### src/rtl/clock_divider_pkg.sv
// clock_divider_pkg
//   Shared constants and helpers for the clock_divider block.
//   MIN_DIVISOR : smallest legal division ratio.
//   high_count  : number of source cycles the divided clock spends high.
package clock_divider_pkg;

  localparam int unsigned MIN_DIVISOR = 2;

  // High phase is floor(divisor/2); odd ratios get the extra cycle in the low phase.
  function automatic int unsigned high_count(input int unsigned divisor);
    return divisor / 2;
  endfunction

endpackage

### src/rtl/clock_divider.sv
// clock_divider
//   Parameterised integer clock divider with a source-domain strobe.
//   Output period is DIVISOR ClockIn cycles; ClockOut is high for
//   floor(DIVISOR/2) cycles and low for the remainder.
//
//   Parameters:
//     DIVISOR  division ratio, integer >= 2
//     CNT_W    counter width, derived from DIVISOR (do not override)
//
//   Ports:
//     ClockIn   in   source clock, all logic on its rising edge
//     ResetN    in   synchronous active-low reset
//     Enable    in   count enable; low freezes the divider state
//     ClockOut  out  divided clock, registered
//     TickOut   out  one-cycle strobe, high in the cycle ClockOut rises
module clock_divider
  import clock_divider_pkg::*;
#(
  parameter int unsigned DIVISOR = 50,
  parameter int unsigned CNT_W   = $clog2(DIVISOR)
) (
  input  logic ClockIn,
  input  logic ResetN,
  input  logic Enable,
  output logic ClockOut,
  output logic TickOut
);

  if (DIVISOR < MIN_DIVISOR) begin : g_bad_divisor
    $error("clock_divider: DIVISOR must be an integer >= 2");
  end

  localparam int unsigned HIGH = high_count(DIVISOR);

  // Compare points sized to the counter so the wrap is an explicit compare,
  // independent of whether DIVISOR is a power of two.
  localparam logic [CNT_W-1:0] CNT_LAST  = CNT_W'(DIVISOR - 1);
  localparam logic [CNT_W-1:0] CNT_CLEAR = CNT_W'(HIGH - 1);

  logic [CNT_W-1:0] cnt;

  always_ff @(posedge ClockIn) begin
    if (!ResetN) begin
      cnt      <= '0;
      ClockOut <= 1'b0;
      TickOut  <= 1'b0;
    end else if (!Enable) begin
      // Counter and ClockOut hold; the strobe must never fire while frozen.
      TickOut <= 1'b0;
    end else if (cnt == CNT_LAST) begin
      cnt      <= '0;
      ClockOut <= 1'b1;
      TickOut  <= 1'b1;
    end else begin
      cnt     <= cnt + CNT_W'(1);
      TickOut <= 1'b0;
      if (cnt == CNT_CLEAR) begin
        ClockOut <= 1'b0;
      end
    end
  end

endmodule

### config.mk
export PLATFORM = sky130hd
export DESIGN_NAME = clock_divider
export DESIGN_NICKNAME = d
export VERILOG_FILES = /design/src/rtl/clock_divider_pkg.sv /design/src/rtl/clock_divider.sv
export SDC_FILE = /design/constraint.sdc
export NUM_CORES = 1
export LEC_CHECK = 0
export BUFFER_PORTS_ARGS = -buffer_cell sky130_fd_sc_hd__buf_2
export CAP_MARGIN = 20
export CORE_AREA = 2 2 39 41
export CTS_CLUSTER_SIZE = 10
export DETAILED_ROUTE_END_ITERATION = 10
export DIE_AREA = 0 0 41 43
export SYNTH_ARGS = -nofsm -noshare
export SYNTH_HDL_FRONTEND = slang
export SYNTH_SLANG_ARGS = --single-unit
### constraint.sdc
create_clock -name ClockIn -period 1.2 [get_ports ClockIn]
set_input_delay 0.24 -clock ClockIn [delete_from_list [all_inputs] [get_ports ClockIn]]
set_output_delay 0.24 -clock ClockIn [all_outputs]
set_load 0.02 [all_outputs]
==> Word level (Yosys, flattened, before mapping) <==
Cells that the tools add are included.
Widths: inputs -> output; s select.
{ "totals": {"out_inout_bits": 2, "ff_bits": 8, "word_cells": 13, "in_bits": 3} }
{ "op_classes": {"add_sub_neg": 1, "n_eq_ne": 2, "mux": 4, "n_reduce_logical": 3} }
{ "op_table": {"columns": ["operator", "count"], "rows": [
  ["$add 6x1->6 const B", 1],
  ["$eq 6x5->1 const B", 1],
  ["$eq 6x6->1 const B", 1],
  ["$mux 6", 1],
  ["$reduce_and 2->1", 2],
  ["$mux 1", 3],
  ["$reduce_bool 2->1", 1]
]} }

==> Depth between registers and ports, before layout <==
Gate-level depths: netlist of the first run.
{ "logic_depth": {"ltp_word": 3, "ltp_mapped": 5, "depth_no_buf": 5} }

==> Worst setup path before layout of the first run <==
Ideal clock, no wire load.
{ "synth_timing": {"path_kind": "reg-to-reg", "start": "register cnt[0]", "end": "register ClockOut", "slack_ps": -40, "path_stages_with_launch": 5, "setup_time_ps": 70, "n_path_buf": 0, "arrival_time_ps": 1171, "cell_sequence": "dfxtp_1 -> ha_1 -> nand2_1 -> or4_4 -> a21oi_1"} }
{ "synth_between": {"elab_chain_len": 3, "word_cells_on_any_way": 5} }
{ "synth_lines": {"columns": ["element", "line_no", "source"], "rows": [
  ["start: declaration", "clock_divider.sv:40", "logic [CNT_W-1:0] cnt;"],
  ["start signal: assignment", "clock_divider.sv:55", "cnt <= cnt + CNT_W'(1);"],
  ["$eq 6x6->1 or $eq 6x5->1 (tied branches)", "clock_divider.sv:50, clock_divider.sv:57", null],
  ["$reduce_bool 2->1 (no source line)", null, null],
  ["$reduce_and 2->1 (no source line)", null, null],
  ["end signal: assignment", "clock_divider.sv:45", "ClockOut <= 1'b0;"],
  ["end signal: assignment", "clock_divider.sv:52", "ClockOut <= 1'b1;"],
  ["end signal: assignment", "clock_divider.sv:58", "ClockOut <= 1'b0;"],
  ["end: declaration", "clock_divider.sv:25", "output logic ClockOut,"]
]} }
Parallel ways exist; a longest one is shown, timed or not.
A chain may end at the register's enable or synchronous reset.

==> Final worst setup path of the first run <==
{ "layout_timing": {"start": "register cnt[1]", "end": "register ClockOut"} }
The elaborated chain is that of the path after synthesis.

==> summary.txt, run 1 <==
Flow run
  • Max Cap Viol: 0

Cells and area
  • Area Overhead vs Synth: 37.07%
  • # fillers: 143
  • Share of layout cells above drive strength 1: 47.27%
  • Nets: 63
  • Util after Layout: 39.78%
  • Most frequent cells in the layout: 8 x buf_4, 6 x nor2_1, 5 x dfxtp_1
  • Commonest non-fill, non-tap cell in the layout: buf_4
  • Number of diodes: 0

Routing
  • DR iter-0 viols: 3
  • Routed Antenna Nets: 0
  • Vias/cell: 4.521
  • # DRC: 0
  • DRT Wirelength: 718 um
  • WL per Instance: 10.11 um
  • Detailed-route via count: 321
  • 1st-pass router iterations: 2

Logic synthesis
  • Synth Register Bits: 8
  • Cells after Synth: 41
  • Adder-cell share of the synthesized area: 9.346%
  • Distinct cells, synth: 18
  • Synth Area in Simple Gates: 21.18%
  • Complex-gate fraction of the synthesized area: 12.77%
  • Synth Area in XOR/XNOR: 8.723%
  • Seq/Total Area, Yosys: 39.88%
  • Synthesized area per cell: 9.796 um2
  • Largest family of logic cells by synthesized area: simple AND/OR/NAND/NOR gates
  • Synthesized cell area: 401.6 um2
  • Yosys warns: 0
  • Mux share of post-synthesis cell area: 2.492%
  • Syn_nets: 47

Die
  • Full die area: 1763 um2
  • I/O pins: 5
  • Die Y: 43 um
  • Die Span X: 41 um
  • Initial Util: 29.02%
  • Cell Rows: 14
  • Core area: 1384 um2

Setup path
  • Critical path fanouts, max: 2
  • R2r setup slk: 0.005 ns
  • Critical path capture point type: flop
  • Critical path class: flop to flop
  • CP required: 1.39 ns
  • CP startpoint kind: flop
  • Critical Path AT: 1.38 ns

Global route
  • Met3 Use GR: 3.141%
  • Pin count of the biggest net entering global routing: 7
  • M2 GR Usage: 14.06%
  • Global routing usage on met1: 16.88%
  • Busiest metal layer after global routing: met1
  • Global router's overall resource usage: 11.58%
  • Overflow after GRT: 0
  • Antenna violations before repair: 0
  • Vias in the first global route: 304
  • First-pass GRT wire length: 1317 um

Timing
  • Peak Freq: 837.2 MHz
  • Clk_skew: 0.001329 ns
  • Final Max Tran Viols: 0
  • Setup TNS: 0 ns
  • Setup Viol. Count Final: 0
  • Final hold viol count: 0
  • Fin crit share: 99.54%
  • Least-Margin Pin Slew: 0.2949 ns
  • Min Tclk post-route: 1.195 ns
  • Max-slew headroom: 80.31%
  • RSZ-0062 raised after global routing: true

Status
  • Status: complete, no violations

Power and ir drop
  • Power Dens Cells: 1027 nW/um2
  • P_leak: 0.2350 nW
  • Worst VDD drop: 0.7639 mV

Placement
  • Routability cong.: 0.6722
  • Port-buffer cells: 4
  • DP HPWL: 549.8 um

Clocking
  • TritonCTS buffer count: 3
  • CTS Sinks: 8
  • H-tree depth: 1
  • Root Driver: clkbuf_4
  • Clock slew at reported path FFs: 0.05 ns
  • CTS tree: built
  • Maximum clock path buffer count: 2
  • Skew-Pair Late Insertion Delay: 0.25 ns
  • Post-CTS Setup Bufs: 0
  • Hold buffers post-CTS: 0

Worst hold path
  • Min-delay worst type: input port to flop
==> repair_timing <==
action | 4_1_cts | 5_1_grt
setup endpoints to repair | 2 | 7
resized for setup | 4 | 5
pin swaps | 1 | 4
==> layer usage <==
layer	vias up	wire, um
met5	-	0
met4	0	0
met3	0	2
met2	1	360
met1	150	356
li1	170	-
==> synthesized netlist by cell type <==
| master | count | area, um2 |
|---|---|---|
| inv_1 | 3 | 11.26 |
| dfxtp_1 | 8 | 160.2 |
| nand2_1 | 3 | 11.26 |
| mux2i_1 | 1 | 10.01 |
| or3_1 | 1 | 6.260 |
| xor2_1 | 3 | 26.28 |
| nand3_1 | 2 | 10.01 |
| buf_6 | 1 | 11.26 |
| nor2_1 | 6 | 22.52 |
| o21ai_0 | 1 | 5.000 |
| nand4_1 | 2 | 12.51 |
| xnor2_1 | 1 | 8.760 |
| o41ai_1 | 1 | 8.760 |
| nand2_4 | 1 | 11.26 |
| ha_1 | 3 | 37.54 |
| a21oi_1 | 2 | 10.01 |
| or4_4 | 1 | 11.26 |
| o41ai_4 | 1 | 27.53 |
==> report_power, final <==
part	internal, mW	switching, mW	leakage [nW]	total [mW]
Clock	0.114	0.0907	0.0138	0.205
Sequential	0.274	0.00825	0.0663	0.283
Combinational	0.0418	0.0360	0.155	0.0779
Total	0.431	0.135	0.235	0.566
==> critical path, cell delays in order (launching register included) <==
cell     delay (ns)
dfxtp_2        0.32
inv_2          0.07
ha_4           0.14
nand2_4        0.06
or4_4          0.43
a21oi_2        0.12
==> flip-flops by register name, summed over array words and instances, names as in the netlist <==
register / count
TickOut: 1
cnt: 6
ClockOut: 1
==> metrics by stage <==
step	area [um2]	hold slack [ns]	worst slack (ns)	cells	power (mW)
finish	550.5	0.2727	0.005494	71	0.5656
CTS	530.5	0.2542	-0.006522	71	0.5715
floorplan	405.4	0.3715	0.0003870	41	0.3243
global route	550.5	0.2927	-0.06348	71	0.6040
detailed placement	494.2	0.4555	-0.03373	68	0.3563
global placement	494.2	0.4564	-0.01371	68	0.3549
==> logic make-up after synthesis <==
group | Yosys count
multiplexers | 1
AO/OA/AOI/OAI | 5
adder cells (fa/ha/maj) | 3
AND/OR/NAND/NOR | 16
XOR/XNOR | 4
flip-flops | 8
buffers and inverters | 4
==> layout make-up <==
| class | count | area [um2] | area share (%) |
|---|---|---|---|
| Inverter | 3 | 11.26 | 2.045 |
| Timing Repair Buffer | 12 | 80.08 | 14.55 |
| Multi-Input combinational cell | 29 | 250.2 | 45.45 |
| Tap cell | 16 | 20.02 | 3.636 |
| Sequential cell | 8 | 166.4 | 30.23 |
| Clock buffer | 3 | 22.52 | 4.091 |
==> final timing paths <==
kind | startpoint | end | cells past startpoint
setup / recovery | cnt[1] | ClockOut | 5
hold / removal | ResetN | ClockOut | 3
setup reg to reg | cnt[1] | ClockOut | 5
hold reg to reg | ClockOut | ClockOut | 2
(Power assumes the default switching activity.)
==> inputs of run 2 (changes only) <==
CELL_PAD_IN_SITES_DETAIL_PLACEMENT = 1   (was not set)
CELL_PAD_IN_SITES_GLOBAL_PLACEMENT = 1   (was not set)
PLACE_DENSITY_LB_ADDON = 0.1   (was not set)
==> run 2 against run 1 <==
Compared with the run above:
- the flow now finishes with violations (negative setup slack)
- largest power group unchanged
- count of clock-buffer cells in the layout did not move
- combinational power rose by 2.6%
- clock skew increased by 0.0064 ns
- highest routed layer unchanged
- wire length rose by 28%
==> summary.txt, run 2 (synthesis results as in run 1) <==
Status
  • Status: finished with violations
  • Failing checks: negative setup slack

Setup path
  • Critical path's top delay family: simple AND/OR/NAND/NOR gates
  • Critical path fanouts, max: 2 (unchanged)
  • Critical path capture point type: flop
  • Crit-path max cell delay: 0.44 ns (about the same)
  • CP max stage cell: or4_4
  • Cells along the critical path: inv_2, ha_4, nand2_4, or4_4, a21oi_2
  • Worst Reg-to-Reg Cells: 5 (unchanged)
  • R2r setup slk: -0.01 ns (-0.02 ns)
  • Critical R2R Launch: cnt[1]
  • Critical path class: flop to flop
  • CP required: 1.39 ns (about the same)
  • CP startpoint kind: flop
  • Critical Path AT: 1.40 ns (+0.02 ns)
  • WP buf/inv: 1 (unchanged)
  • R2R Path End: ClockOut

Die
  • Die Y: 43 um (unchanged)
  • Die Span X: 41 um (unchanged)
  • Cell Rows: 14 (unchanged)
  • I/O pins: 5 (unchanged)
  • Full die area: 1763 um2 (unchanged)
  • Core area: 1384 um2 (unchanged)
  • Initial Util: 29.02% (unchanged)

Clocking
  • Skew-Pair Late Insertion Delay: 0.25 ns (about the same)
  • Clock slew at reported path FFs: 0.06 ns (about the same)
  • Maximum clock path buffer count: 2 (unchanged)
  • CTS tree: built
  • Root Driver: clkbuf_4
  • H-tree depth: 1 (unchanged)
  • TritonCTS buffer count: 3 (unchanged)
  • CTS Sinks: 8 (unchanged)
  • Post-CTS Setup Bufs: 0 (unchanged)

Timing
  • Peak Freq: 825.7 MHz (-1.4%)
  • Setup WS post-layout: -0.01104 ns (-0.01653 ns)
  • RSZ-0062 raised after global routing: true
  • Final hold viol count: 0 (unchanged)
  • Fin crit share: 100.9% (+1.4 points)
  • Worst hold slack: 0.2839 ns (+0.01114 ns)
  • Setup Viol. Count Final: 1 (+1)
  • Least-Margin Pin Slew: 0.3054 ns (+0.01045 ns)
  • Max-slew headroom: 79.42% (-0.89 points)
  • Min Tclk post-route: 1.211 ns (+0.01653 ns)
  • Setup TNS: -0.01104 ns (-0.01104 ns)
  • Clk_skew: 0.007732 ns (+0.006403 ns)
  • Final Max Tran Viols: 0 (unchanged)

Cells and area
  • Number of diodes: 0 (unchanged)
  • Most frequent cells in the layout: 8 x buf_4, 5 x nor2_1, 4 x dfxtp_1, 4 x buf_2
  • Max reg flops: 6 (unchanged)
  • Share of layout cells above drive strength 1: 50.91% (+3.6 points)
  • Biggest regs: cnt x6, ClockOut x1, TickOut x1
  • Largest Register: cnt
  • Nets: 63 (unchanged)
  • Area Overhead vs Synth: 38.01%
  • Util after Layout: 40.05% (+0.27 points)
  • Cell Count, Final, Fillers Out: 71 (unchanged)
  • Commonest non-fill, non-tap cell in the layout: buf_4

Placement
  • Placed cells: 68 (unchanged)
  • Port-buffer cells: 4 (unchanged)
  • DP HPWL: 751.1 um (+37%)
  • Routability cong.: 0.6982 (+3.9%)

Worst hold path
  • Worst Hold Depth: 3 (unchanged)
  • Min-delay worst type: input port to flop
  • Hold EP: ClockOut
  • Worst hold start: ResetN

Routing
  • DRT Wirelength: 916 um (+28%)
  • DR iter-0 viols: 3 (unchanged)
  • Detailed-route via count: 339 (+5.6%)
  • Routed Antenna Nets: 0 (unchanged)
  • WL per Instance: 12.90 um (+28%)
  • Vias/cell: 4.775 (+5.6%)
  • # DRC: 0 (unchanged)
  • 1st-pass router iterations: 2 (unchanged)

Global route
  • First-pass GRT wire length: 1573 um (+19%)
  • Overflow after GRT: 0 (unchanged)
  • Vias in the first global route: 378 (+24%)
  • Antenna violations before repair: 0 (unchanged)
  • Pin count of the biggest net entering global routing: 7 (unchanged)
  • Global router's overall resource usage: 13.77% (+2.2 points)

Flow run
  • Max Cap Viol: 0 (unchanged)

Power and ir drop
  • P_leak: 0.2372 nW (+0.90%)
  • Worst VDD drop: 0.5121 mV (-33%)
  • Power Total: 567.5 uW (+0.34%)
  • Power Dens Cells: 1024 nW/um2 (-0.34%)
## run 2: routing by layer
layer  wire (um)  up-vias  track usage [%]
li1            -      172                -
met1         351      163            14.19
met2         539        4            22.50
met3          25        0            4.712
met4           0        0            8.000
met5           0        -                0
## run 2: power breakdown
group / switching [mW] / internal (mW)
registers: 0.00825 / 0.274
clock network: 0.0906 / 0.114
logic: 0.0383 / 0.0416
## run 2: final cells by class
type                       instances  area (um2)
clock buffer                       3       22.52
fill                             171       829.5
tap                               16       20.02
inverter                           3       11.26
sequential                         8       167.7
multi-input combinational         29       252.7
timing repair buffer              12       80.08
## run 2: what timing repair did
| action | in CTS | in global routing |
|---|---|---|
| setup endpoints to repair | 6 | 5 |
| resized for setup | 7 | 4 |
| hold buffers | 0 | 0 |
| pin swaps | 1 | 2 |
## run 2: worst min-delay path, cell delays in order
cell and delay (ns):
buf_2 0.12, inv_1 0.09, a21oi_2 0.04
## run 2: how the worst max path moves through the flow
stage          startpoint  endpoint  slack (ns)  depth (start not counted)
3_5_place_dp       cnt[1]  ClockOut       -0.06                          5
6_report           cnt[1]  ClockOut       -0.01                          5
4_1_cts            cnt[1]  ClockOut      -0.008                          5
5_1_grt            cnt[1]  ClockOut       -0.05                          5
2_1_floorplan      cnt[1]  ClockOut      0.0004                          5
3_3_place_gp       cnt[1]  ClockOut        0.01                          5
## run 2: metrics by stage
stage	setup slack, ns	cell area [um2]
after floorplan	0.0003870	405.4
after global placement	0.01166	494.2
after detailed placement	-0.05684	494.2
after CTS	-0.007565	546.8
after global routing	-0.05288	554.3
final	-0.01104	554.3
==> inputs of run 3 (changes only) <==
RECOVER_POWER = 50   (was not set)
==> run 3 against run 2 <==
Compared with the run above:
- the flow still finishes with violations (negative setup slack)
- clock power hardly changed
- register-to-register slack hardly changed
- setup slack stayed put
- wire length is 0.44% higher
- non-clock buffer count stayed put
- via count stayed put
- first-iteration DRC count stayed put
- critical endpoint unchanged
- largest power group unchanged
==> summary.txt, run 3 (synthesis results as in run 1) <==
Status
  • Status: finished with violations
  • Failing checks: negative setup slack

Timing
  • Setup Viol. Count Final: 1 (unchanged)
  • Final Max Tran Viols: 0 (unchanged)
  • Clk_skew: 0.007732 ns (unchanged)
  • Final hold viol count: 0 (unchanged)
  • Setup WS post-layout: -0.01104 ns (unchanged)
  • Min Tclk post-route: 1.211 ns (unchanged)
  • RSZ-0062 raised after global routing: true
  • Least-Margin Pin Slew: 0.3054 ns (unchanged)
  • Fin crit share: 100.9% (unchanged)
  • Max-slew headroom: 79.42% (unchanged)
  • Worst hold slack: 0.2839 ns (+0.000002000 ns)
  • Peak Freq: 825.7 MHz (unchanged)

Power and ir drop
  • P_leak: 0.2283 nW (-3.7%)
  • Power Total: 567.5 uW (unchanged)
  • Worst VDD drop: 0.5121 mV (unchanged)
  • Power Dens Cells: 1029 nW/um2 (+0.45%)

Setup path
  • CP startpoint kind: flop
  • CP max stage cell: or4_4
  • CP required: 1.39 ns (about the same)
  • R2R Path End: ClockOut
  • Critical path fanouts, max: 2 (unchanged)
  • Critical R2R Launch: cnt[1]
  • Critical Path AT: 1.40 ns (about the same)
  • R2r setup slk: -0.01 ns (about the same)
  • Cells along the critical path: inv_2, ha_4, nand2_4, or4_4, a21oi_2
  • Critical path capture point type: flop
  • Worst Reg-to-Reg Cells: 5 (unchanged)
  • Critical path class: flop to flop
  • Crit-path max cell delay: 0.44 ns (about the same)

Clocking
  • Maximum clock path buffer count: 2 (unchanged)
  • CTS Sinks: 8 (unchanged)
  • Root Driver: clkbuf_4
  • Skew-Pair Late Insertion Delay: 0.25 ns (about the same)
  • CTS tree: built
  • Clock slew at reported path FFs: 0.06 ns (about the same)
  • TritonCTS buffer count: 3 (unchanged)
  • H-tree depth: 1 (unchanged)
  • Post-CTS Setup Bufs: 0 (unchanged)

Cells and area
  • Number of diodes: 0 (unchanged)
  • Nets: 63 (unchanged)
  • Commonest non-fill, non-tap cell in the layout: buf_4
  • Register Area: 167.7 um2 (unchanged)
  • Biggest regs: cnt x6, ClockOut x1, TickOut x1
  • # fillers: 169 (-1.2%)
  • Share of layout cells above drive strength 1: 47.27% (-3.6 points)
  • Area Overhead vs Synth: 37.38%
  • Largest Register: cnt
  • Max reg flops: 6 (unchanged)
  • Most frequent cells in the layout: 8 x buf_4, 5 x nor2_1, 4 x dfxtp_1
  • Area occupied by multi-input gates: 252.7 um2 (unchanged)

Routing
  • WL per Instance: 12.96 um (+0.44%)
  • Vias/cell: 4.775 (unchanged)
  • Routed Antenna Nets: 0 (unchanged)
  • DRT Wirelength: 920 um (+0.44%)
  • # DRC: 0 (unchanged)
  • 1st-pass router iterations: 2 (unchanged)
  • Detailed-route via count: 339 (unchanged)
  • DR iter-0 viols: 3 (unchanged)

Placement
  • Pre-CTS setup slack: -0.05684 ns (unchanged)
  • Routability cong.: 0.6982 (unchanged)
  • Port-buffer cells: 4 (unchanged)
  • DP HPWL: 751.1 um (unchanged)

Die
  • I/O pins: 5 (unchanged)
  • Die Span X: 41 um (unchanged)
  • Die Y: 43 um (unchanged)
  • Cell Rows: 14 (unchanged)
  • Initial Util: 29.02% (unchanged)
  • Full die area: 1763 um2 (unchanged)
  • Core area: 1384 um2 (unchanged)

Flow run
  • Max Cap Viol: 0 (unchanged)

Global route
  • Antenna violations before repair: 0 (unchanged)
  • First-pass GRT wire length: 1573 um (unchanged)
  • Overflow after GRT: 0 (unchanged)
  • Global router's overall resource usage: 13.77% (unchanged)
  • Pin count of the biggest net entering global routing: 7 (unchanged)
  • Vias in the first global route: 378 (unchanged)

Worst hold path
  • Worst Hold Depth: 3 (unchanged)
  • Hold EP: ClockOut
  • Min-delay worst type: input port to flop
  • Worst hold start: ResetN
-- run 3: critical path, delay by kind of cell, from the launching register on --
family | cells | cell delay, ns
simple gates | 2 | 0.49
fa+ha+maj | 1 | 0.13
buf+inv | 1 | 0.07
compound gates | 1 | 0.13
flops | 1 | 0.32
-- run 3: cell type report --
class | instances | area share, %
well taps | 16 | 3.628
multi-input cells | 29 | 45.80
inverters | 3 | 2.041
flip-flops and latches | 8 | 30.39
repair buffers | 12 | 14.06
clock buffers | 3 | 4.082
-- run 3: metrics by stage --
stage / utilization, % / area (um2) / instances / TNS [ns]
floorplan: - / 405.4 / 41 / 0
finish: 39.87 / 551.8 / 71 / -0.01104
detailed placement: 35.71 / 494.2 / 68 / -0.06962
CTS: 39.51 / 546.8 / 71 / -0.007565
global placement: 35.71 / 494.2 / 68 / 0
global route: 39.87 / 551.8 / 71 / -0.1201
-- run 3: worst max path at each step --
stage	slack, ns	cells past startpoint	from	endpoint
after global routing	-0.05	5	cnt[1]	ClockOut
after detailed placement	-0.06	5	cnt[1]	ClockOut
final	-0.01	5	cnt[1]	ClockOut
after global placement	0.01	5	cnt[1]	ClockOut
after CTS	-0.008	5	cnt[1]	ClockOut
after floorplan	0.0004	5	cnt[1]	ClockOut
-- run 3: layer usage --
layer | part of all wire (%) | GRT usage, % | up-vias
met2 | 59 | 22.50 | 4
met4 | 0 | 8.000 | 0
met1 | 38 | 14.19 | 163
met5 | 0 | 0 | -
met3 | 2.9 | 4.712 | 0
li1 | - | - | 172
-- run 3: timing repair --
action / in CTS / in global routing
cloned: 0 / 0
hold buffers: 0 / 0
gates resized for setup: 7 / 4
pin swaps: 1 / 2
endpoints found under the setup margin: 6 / 5
-- run 3: power by group --
group	switching, mW	leakage [nW]	internal [mW]
registers	0.00825	0.0669	0.274
logic	0.0383	0.148	0.0416
clock network	0.0906	0.0138	0.114
